File: src/rtl/axis_fifo_pkg.sv
// Shared types and default widths for the AXI-Stream BRAM FIFO.
// Latency: n/a (declarations only).
// Backpressure: n/a (declarations only).
package axis_fifo_pkg;

  // Output register stage: either holding a beat for the consumer or not.
  typedef enum logic {
    OUT_EMPTY = 1'b0,
    OUT_VALID = 1'b1
  } out_state_e;

  localparam int DEF_DATA_WIDTH = 32;
  localparam int DEF_DEPTH      = 64;

endpackage

File: src/rtl/bram_sdp.sv
// Simple dual-port block RAM: port A writes, port B reads with a registered output.
// Latency: read data appears on dob one clock after enb; dob holds while enb is low.
// Backpressure: none; the caller controls when each port is enabled.
module bram_sdp #(
  parameter int BRAM_DATA_BIT_WIDTH = 33,
  parameter int BRAM_DEPTH          = 64
) (
  input  logic                            clk,
  input  logic                            ena,
  input  logic                            wea,
  input  logic [$clog2(BRAM_DEPTH)-1:0]   addra,
  input  logic [BRAM_DATA_BIT_WIDTH-1:0]  dia,
  input  logic                            enb,
  input  logic [$clog2(BRAM_DEPTH)-1:0]   addrb,
  output logic [BRAM_DATA_BIT_WIDTH-1:0]  dob
);

  logic [BRAM_DATA_BIT_WIDTH-1:0] mem [BRAM_DEPTH];

  // Write port: store the entry when both enable and write-enable are set.
  always_ff @(posedge clk) begin
    if (ena && wea) begin
      mem[addra] <= dia;
    end
  end

  // Read port: registered output, updated only on enb so the last beat stays put.
  always_ff @(posedge clk) begin
    if (enb) begin
      dob <= mem[addrb];
    end
  end

endmodule

File: src/rtl/axis_bram_fifo_ctrl.sv
// AXI-Stream first-word-fall-through FIFO over one BRAM plus the BRAM output register.
// Latency: a beat written into an empty FIFO is presented two cycles later; 1 beat/cycle sustained.
// Backpressure: s_axis_tready drops when the BRAM holds DEPTH entries; output holds until m_axis_tready.
module axis_bram_fifo_ctrl
  import axis_fifo_pkg::*;
#(
  parameter int DATA_WIDTH = DEF_DATA_WIDTH,
  parameter int DEPTH      = DEF_DEPTH
) (
  input  logic                          clk,
  input  logic                          rst_n,
  input  logic [DATA_WIDTH-1:0]         s_axis_tdata,
  input  logic                          s_axis_tlast,
  input  logic                          s_axis_tvalid,
  output logic                          s_axis_tready,
  output logic [DATA_WIDTH-1:0]         m_axis_tdata,
  output logic                          m_axis_tlast,
  output logic                          m_axis_tvalid,
  input  logic                          m_axis_tready,
  output logic [$clog2(DEPTH+2)-1:0]    fill_level
);

  localparam int AW = $clog2(DEPTH);
  localparam int CW = $clog2(DEPTH + 1);
  localparam int FW = $clog2(DEPTH + 2);
  localparam int EW = DATA_WIDTH + 1;

  logic [AW-1:0] wr_ptr;
  logic [AW-1:0] rd_ptr;
  logic [CW-1:0] mem_count;
  logic [CW-1:0] mem_count_d;
  logic          rst_n_q;
  logic          wr_fire;
  logic          rd_issue;
  logic [EW-1:0] wr_entry;
  logic [EW-1:0] rd_entry;
  out_state_e    state_q;
  out_state_e    state_d;

  // Ready only depends on registers: the BRAM must have a free slot now,
  // a read in the same cycle does not open one up for this write.
  assign s_axis_tready = rst_n_q & (mem_count != CW'(DEPTH));
  assign wr_fire       = s_axis_tvalid & s_axis_tready;

  // A read is launched whenever a committed entry exists and the output
  // register is empty or being emptied this cycle.
  assign m_axis_tvalid = (state_q == OUT_VALID);
  assign rd_issue      = (mem_count != '0) & (~m_axis_tvalid | m_axis_tready);

  // Entry layout in the BRAM: end-of-packet flag above the data word.
  assign wr_entry                     = {s_axis_tlast, s_axis_tdata};
  assign {m_axis_tlast, m_axis_tdata} = rd_entry;

  assign fill_level = FW'(mem_count) + FW'(m_axis_tvalid);

  bram_sdp #(
    .BRAM_DATA_BIT_WIDTH (EW),
    .BRAM_DEPTH          (DEPTH)
  ) u_bram (
    .clk   (clk),
    .ena   (wr_fire),
    .wea   (wr_fire),
    .addra (wr_ptr),
    .dia   (wr_entry),
    .enb   (rd_issue),
    .addrb (rd_ptr),
    .dob   (rd_entry)
  );

  // Occupancy of the BRAM alone; a simultaneous write and read cancel out.
  always_comb begin
    mem_count_d = mem_count;
    if (wr_fire && !rd_issue) begin
      mem_count_d = mem_count + CW'(1);
    end else if (!wr_fire && rd_issue) begin
      mem_count_d = mem_count - CW'(1);
    end
  end

  // Output stage next state: a read launch always fills the register,
  // otherwise an accepted beat empties it.
  always_comb begin
    state_d = state_q;
    case (state_q)
      OUT_EMPTY: begin
        if (rd_issue) begin
          state_d = OUT_VALID;
        end
      end
      OUT_VALID: begin
        if (!rd_issue && m_axis_tready) begin
          state_d = OUT_EMPTY;
        end
      end
      default: state_d = OUT_EMPTY;
    endcase
  end

  // Pointers, occupancy, output state and the delayed reset that gates ready.
  // Pointers wrap naturally since DEPTH is a power of two.
  always_ff @(posedge clk) begin
    if (!rst_n) begin
      wr_ptr    <= '0;
      rd_ptr    <= '0;
      mem_count <= '0;
      state_q   <= OUT_EMPTY;
      rst_n_q   <= 1'b0;
    end else begin
      rst_n_q   <= 1'b1;
      mem_count <= mem_count_d;
      state_q   <= state_d;
      if (wr_fire) begin
        wr_ptr <= wr_ptr + AW'(1);
      end
      if (rd_issue) begin
        rd_ptr <= rd_ptr + AW'(1);
      end
    end
  end

endmodule

File: config.mk
export PLATFORM = sky130hd
export DESIGN_NAME = axis_bram_fifo_ctrl
export DESIGN_NICKNAME = d
export VERILOG_FILES = /design/src/rtl/axis_fifo_pkg.sv /design/src/rtl/bram_sdp.sv /design/src/rtl/axis_bram_fifo_ctrl.sv
export SDC_FILE = /design/constraint.sdc
export NUM_CORES = 2
export LEC_CHECK = 0
export CAP_MARGIN = 15
export CORE_ASPECT_RATIO = 1.75
export CORE_MARGIN = 3
export CORE_UTILIZATION = 55
export DETAILED_ROUTE_END_ITERATION = 12
export GPL_TIMING_DRIVEN = 0
export HOLD_SLACK_MARGIN = 0.15
export PLACE_DENSITY = 0.71
export SETUP_SLACK_MARGIN = 0.05
export SLEW_MARGIN = 20
export SYNTH_ARGS = -nofsm -noshare
export SYNTH_HDL_FRONTEND = slang
export SYNTH_SLANG_ARGS = --single-unit
File: constraint.sdc
create_clock -name clk -period 6.1 [get_ports clk]
set_input_delay 0.915 -clock clk [delete_from_list [all_inputs] [get_ports clk]]
set_output_delay 0.915 -clock clk [all_outputs]
set_load 0.005 [all_outputs]
## Yosys cells after proc, flatten, opt, wreduce, memory -nomap -nowiden

Memories as Yosys holds them, arrays and structs flattened. A register that Yosys moved wholly into a read port is not among the register bits.
Index checks and enable logic that the tools add are counted.

| word-level totals | value |
|---|---|
| bits of input ports | 37 |
| RAM bits | 2112 |
| logic and storage cells | 32 |
| flip-flop bits (word level) | 21 |
| output and inout port bits | 42 |
| memories kept | 1 |

| operators by class | value |
|---|---|
| bitwise logic cells | 5 |
| mux-type cells | 8 |
| eq/ne operators | 1 |
| reductions and logical operators | 7 |
| add/sub/neg operators | 5 |

Memories:

| name | words | width | rd ports | clocked after memory_dff | wr ports | RTL line | text |
|---|---|---|---|---|---|---|---|
| u_bram.mem | 64 | 33 | 1 | 1 | 1 | bram_sdp.sv:18 | `logic [BRAM_DATA_BIT_WIDTH-1:0] mem [BRAM_DEPTH];` |

Operators by type and width:

| operator | count |
|---|---|
| 7-bit two-way mux | 2 |
| 6-bit by 1-bit adder with 6-bit output (second input constant) | 2 |
| 7-bit by 1-bit adder with 7-bit output | 1 |
| 7-bit by 1-bit adder with 7-bit output (second input constant) | 1 |
| 7-bit != test (second input constant) | 1 |
| 7-bit nonzero test | 1 |
| 7-bit by 1-bit subtractor with 7-bit output (second input constant) | 1 |
| 1-bit two-way mux | 5 |
| 1-bit bitwise AND | 3 |
| 1-bit logical AND | 3 |
| 1-bit zero test | 2 |
| 1-bit case mux with 2 select lines | 1 |
| 2-bit nonzero test | 1 |
| 1-bit inverter | 1 |
| 1-bit OR | 1 |

## Logic depth before layout (Yosys ltp)

| logic depth | value |
|---|---|
| depth after elaboration | 7 |
| gate-level depth with buffers | 11 |
| gate-level depth less buffers | 11 |

## Cells and area by module

From an unflattened synthesis, not the netlist that was laid out.

| second synthesis, totals | value |
|---|---|
| cell total of the unflattened synthesis | 3547 |
| area, all modules | 82783.1 sq um |

Modules (own cells, without submodules):

| module | times used | sequential area each (sq um) | area each (sq um) | cells each |
|---|---|---|---|---|
| bram_sdp | 1 | 64411.8 | 81508.2 | 3405 |
| axis_bram_fifo_ctrl | 1 | 420.4 | 1275.0 | 142 |

## Worst setup path before layout

OpenSTA, ideal clock, no wires.

| path | value |
|---|---|
| path kind | input-to-reg |
| start point | input port m_axis_tready |
| end point | register mem_count[6] |
| buffers on the path | 0 |
| setup time | 0.072 ns |
| slack | 1.322 ns |
| data required time | 6.028 ns |
| arrival time | 4.706 ns |
| stages on the path | 11 |
| path through | nor2b_1 > a31oi_1 > inv_1 > ha_1 > inv_1 > ha_1 > a21oi_1 > o21bai_1 > a211o_1 > o211ai_1 > mux2i_1 |

| on the way | value |
|---|---|
| cells in the longest elaborated chain, start to end | 5 |
| elaborated cells between the ends (all ways) | 7 |
| classes of those cells | 1 x mux; 2 x bitwise; 4 x reduce/logical |

Ends and longest elaborated chain:

| item | RTL line | text |
|---|---|---|
| start, declared | axis_bram_fifo_ctrl.sv:19 | `input logic m_axis_tready,` |
| 1-bit OR * | axis_bram_fifo_ctrl.sv:48 | `assign rd_issue = (mem_count != '0) & (~m_axis_tvalid \| m_axis_tready);` |
| 1-bit bitwise AND * | axis_bram_fifo_ctrl.sv:48 |  |
| named net rd_issue | axis_bram_fifo_ctrl.sv:34 | `logic rd_issue;` |
| 1-bit zero test | axis_bram_fifo_ctrl.sv:73 | `if (wr_fire && !rd_issue) begin` |
| 1-bit logical AND | axis_bram_fifo_ctrl.sv:73 |  |
| 7-bit two-way mux or 2-bit nonzero test (tied branches) | n/a |  |
| end signal, assigned | axis_bram_fifo_ctrl.sv:110 | `mem_count <= mem_count_d;` |
| end, declared | axis_bram_fifo_ctrl.sv:30 | `logic [CW-1:0] mem_count;` |

The timed path passes the listed nets; every way through them passes the cells marked *.
A chain may end at the register's enable or synchronous reset.

==> results.json <==
{
  "status": "finished clean",
  "core_area_um2": 150000,
  "hp-start": "s_axis_tdata[5]",
  "setup_viol": 0,
  "ir_drop_uv": 283,
  "route.vias.total": 45200,
  "die_w_um": 300,
  "cp-end-kind": "flop",
  "drt_pre_antenna_iters": 9,
  "pwr-share-clk": 0.313,
  "p_switching_uw": 11000,
  "cts.sinks": 2166,
  "critPathLaunchType": "flop",
  "pwr-share-comb": 0.248,
  "grt_max_degree": 65,
  "pre_cts_slack_ns": 1.46,
  "slew_violations": 0,
  "synthArstFlopShare": 0,
  "area_growth_pct": 16.6,
  "power_density_nw_per_um2": 392,
  "hold_path_depth": 1,
  "seqPwrFrac": 0.439,
  "antenna_found_initial": 17,
  "yosys_warnings": 0,
  "netlist_instances": 3692,
  "fin_worst_skew_ns": 0.0532,
  "period_share": 0.843,
  "swShare": 0.291,
  "fin_util": 0.646,
  "ys_types": 61,
  "cts_setup_buffers": 0,
  "layout_setup_ws_ns": 0.960,
  "whs_ns": 0.387,
  "crit_type": "reg -> reg",
  "relSlewSlack": 0.137,
  "holdPathEnd": "u_bram.mem[33][5]$_DFFE_PP_",
  "rrSetupSlack_ns": 0.96,
  "routed_wl_mm": 278,
  "io_pins": 79,
  "clock_latency_ns": 0.85,
  "clockBufferDepth": 4,
  "reg2reg_to": "u_bram.dob[26]$_DFFE_PP_",
  "cp.required_ns": 6.56,
  "synthFlopType": "edfxtp_1",
  "worst_pin_slew_ns": 1.28,
  "yosysSeqAreaShare": 0.780,
  "die_area_um2": 156000,
  "synth_edf_count": 2145,
  "grt_pass1_wl_mm": 376,
  "port_buffers": 78,
  "post_cts_resized": 0,
  "drive_gt1_frac": 0.281,
  "cts_tree": "yes",
  "hold_violations": 0,
  "syn_area_per_cell_um2": 22.5,
  "cap_violations": 0,
  "die_h_um": 520,
  "ys_ff_latch": 2166,
  "wire_per_inst_um": 44.2,
  "cts-htree-levels": 4,
  "p_leak_uw": 0.0302,
  "num_rows": 188,
  "r2r_start": "rd_ptr[1]$_SDFFE_PN0P_",
  "synth_nets": 3740,
  "cp_max_fo": 10,
  "gp_congestion": 0.953,
  "ff2ff_path_depth": 9,
  "final_nets": 4183,
  "drc": 0,
  "timing.fmax_ghz": 0.195,
  "detail-route-antenna-nets": 0,
  "ctsHoldBuffers": 0,
  "track_usage": 0.362,
  "clock-root-buffer": "clkbuf_16",
  "hold_class": "in -> reg",
  "drtIter0Drc": 7272,
  "design_area_um2": 96900,
  "initial_core_util": 0.554,
  "p_int_uw": 26900,
  "period_minus_slack_ns": 5.14,
  "gr-total-overflow": 0,
  "clk_pin_slew_worst_paths_ns": 0.07,
  "hpwl_mm": 191,
  "via_per_inst": 7.20,
  "rsz0062_at_grt": "no",
  "cts_made_buffers": 188,
  "place_area_um2": 90900,
  "grt_pass1_vias": 44900,
  "crit_arrival_ns": 5.60,
  "netlist_area_um2": 83100
}
cells in the mapped netlist, types with 3 or more instances:
cell / n / share of area
a2111oi_0: 4 / 0.00042
a211o_1: 28 / 0.0029
a211oi_1: 6 / 0.00054
a21o_1: 4 / 0.00036
a21oi_1: 26 / 0.0016
a221o_1: 11 / 0.0013
a221oi_1: 30 / 0.0032
a31oi_1: 5 / 0.00038
and2_1: 14 / 0.0011
and3_1: 4 / 0.00030
buf_1: 17 / 0.00077
buf_2: 48 / 0.0029
buf_4: 28 / 0.0025
buf_6: 33 / 0.0045
clkbuf_1: 76 / 0.0034
dfxtp_1: 21 / 0.0051
edfxtp_1: 2145 / 0.77
ha_1: 10 / 0.0015
inv_1: 10 / 0.00045
mux2_2: 27 / 0.0037
mux2i_1: 187 / 0.023
mux4_2: 500 / 0.14
nand2_1: 95 / 0.0043
nand3_1: 21 / 0.0013
nand3b_1: 4 / 0.00036
nand4_1: 5 / 0.00038
nor2_1: 116 / 0.0052
nor2b_1: 12 / 0.00090
nor3_1: 5 / 0.00030
o211ai_1: 13 / 0.0012
o21a_1: 3 / 0.00027
o21ai_0: 31 / 0.0019
o21ai_1: 10 / 0.00060
o221ai_1: 39 / 0.0041
o22ai_1: 44 / 0.0033
o31ai_1: 6 / 0.00054
o32ai_1: 5 / 0.00053
or3b_2: 3 / 0.00032
xnor2_1: 15 / 0.0016
xor2_1: 3 / 0.00032
registers in the layout (all words and copies together), names as in the netlist:
signal         flops
wr_ptr             6
u_bram.mem      2112
mem_count          7
rd_ptr             6
rst_n_q            1
m_axis_tvalid      1
u_bram.dob        33
power groups by stage:
stage | sequential, uW | combinational [uW] | clock [uW]
floorplan | 17000 | 5280 | 0
global placement | 17000 | 8880 | 0
detailed placement | 17000 | 9120 | 0
CTS | 16700 | 9200 | 11900
global route | 16700 | 9610 | 12400
finish | 16700 | 9410 | 11900
cell type report:
type	count	area, um2
antenna	11	27.5
buffer	202	1190
clock buffer	220	4880
clock inverter	115	1070
fill	9640	53200
inverter	12	45.0
multi-input combinational	1312	17600
sequential	2166	64800
tap	1995	2500
timing repair buffer	253	4780
layer usage:
| metal | up-vias | GRT usage | wire length, um |
|---|---|---|---|
| li1 | 16600 | - | - |
| met1 | 23300 | 0.419 | 82200 |
| met2 | 4128 | 0.569 | 132000 |
| met3 | 1236 | 0.100 | 34500 |
| met4 | 12 | 0.290 | 29100 |
| met5 | - | 0 | 81 |
worst max path at each step:
stage,start,to,slack [ns],cells past startpoint
3_5_place_dp,rd_ptr[1]$_SDFFE_PN0P_,u_bram.dob[26]$_DFFE_PP_,1.46,9
2_1_floorplan,m_axis_tready,mem_count[6]$_SDFFE_PN0P_,1.32,11
4_1_cts,rd_ptr[1]$_SDFFE_PN0P_,u_bram.dob[26]$_DFFE_PP_,1.43,9
3_3_place_gp,m_axis_tready,mem_count[6]$_SDFFE_PN0P_,-1.41,12
6_report,rd_ptr[1]$_SDFFE_PN0P_,u_bram.dob[26]$_DFFE_PP_,0.96,9
5_1_grt,rd_ptr[1]$_SDFFE_PN0P_,u_bram.dob[26]$_DFFE_PP_,1.36,9
worst max-delay path, stage by stage (launching register included):
cell and delay (ns):
dfxtp_1 0.34, buf_2 0.39, buf_2 0.50, buf_4 0.35, clkbuf_2 0.65, buf_4 0.39, mux2i_1 0.57, nor2_1 0.10
o21ai_0 1.03, o21ai_1 0.40
cells by family (layout without fill, tap and decap cells):
family,Yosys count,count (layout),share of synthesized area
compound gates,279,279,0.0248
mux,715,715,0.162
fa+ha+maj,11,11,0.00175
xor+xnor,18,18,0.00190
buf+inv,214,802,0.0146
simple gates,289,289,0.0153
other cells,0,11,0
flops,2166,2166,0.780
layout by cell type, fill, tap and decap left out, types with 14 or more instances in the layout:
master           instances
bufinv_16               18
buf_4                   35
buf_6                   33
mux2i_1                187
clkdlybuf4s50_1         45
and2_1                  14
xnor2_1                 15
clkinv_2                41
nand2_1                 95
dfxtp_1                 21
o21ai_0                 31
clkinv_1                39
clkbuf_1                93
a21oi_1                 26
o221ai_1                39
clkbuf_16              190
buf_16                  91
buf_12                  80
o22ai_1                 44
a221oi_1                30
nand3_1                 21
a211o_1                 28
mux2_2                  27
mux4_2                 500
edfxtp_1              2145
buf_2                   78
nor2_4                  64
nor2_1                  52
through the flow:
step           power, uW  std cells  setup TNS (ns)
2_1_floorplan      22300       3692               0
3_3_place_gp       25900       5765        -1828.07
3_5_place_dp       26100       5940               0
4_1_cts            37700       6275               0
5_1_grt            38700       6278               0
6_report           38000       6286               0
No activity file was read; power rests on OpenSTA's default activity.
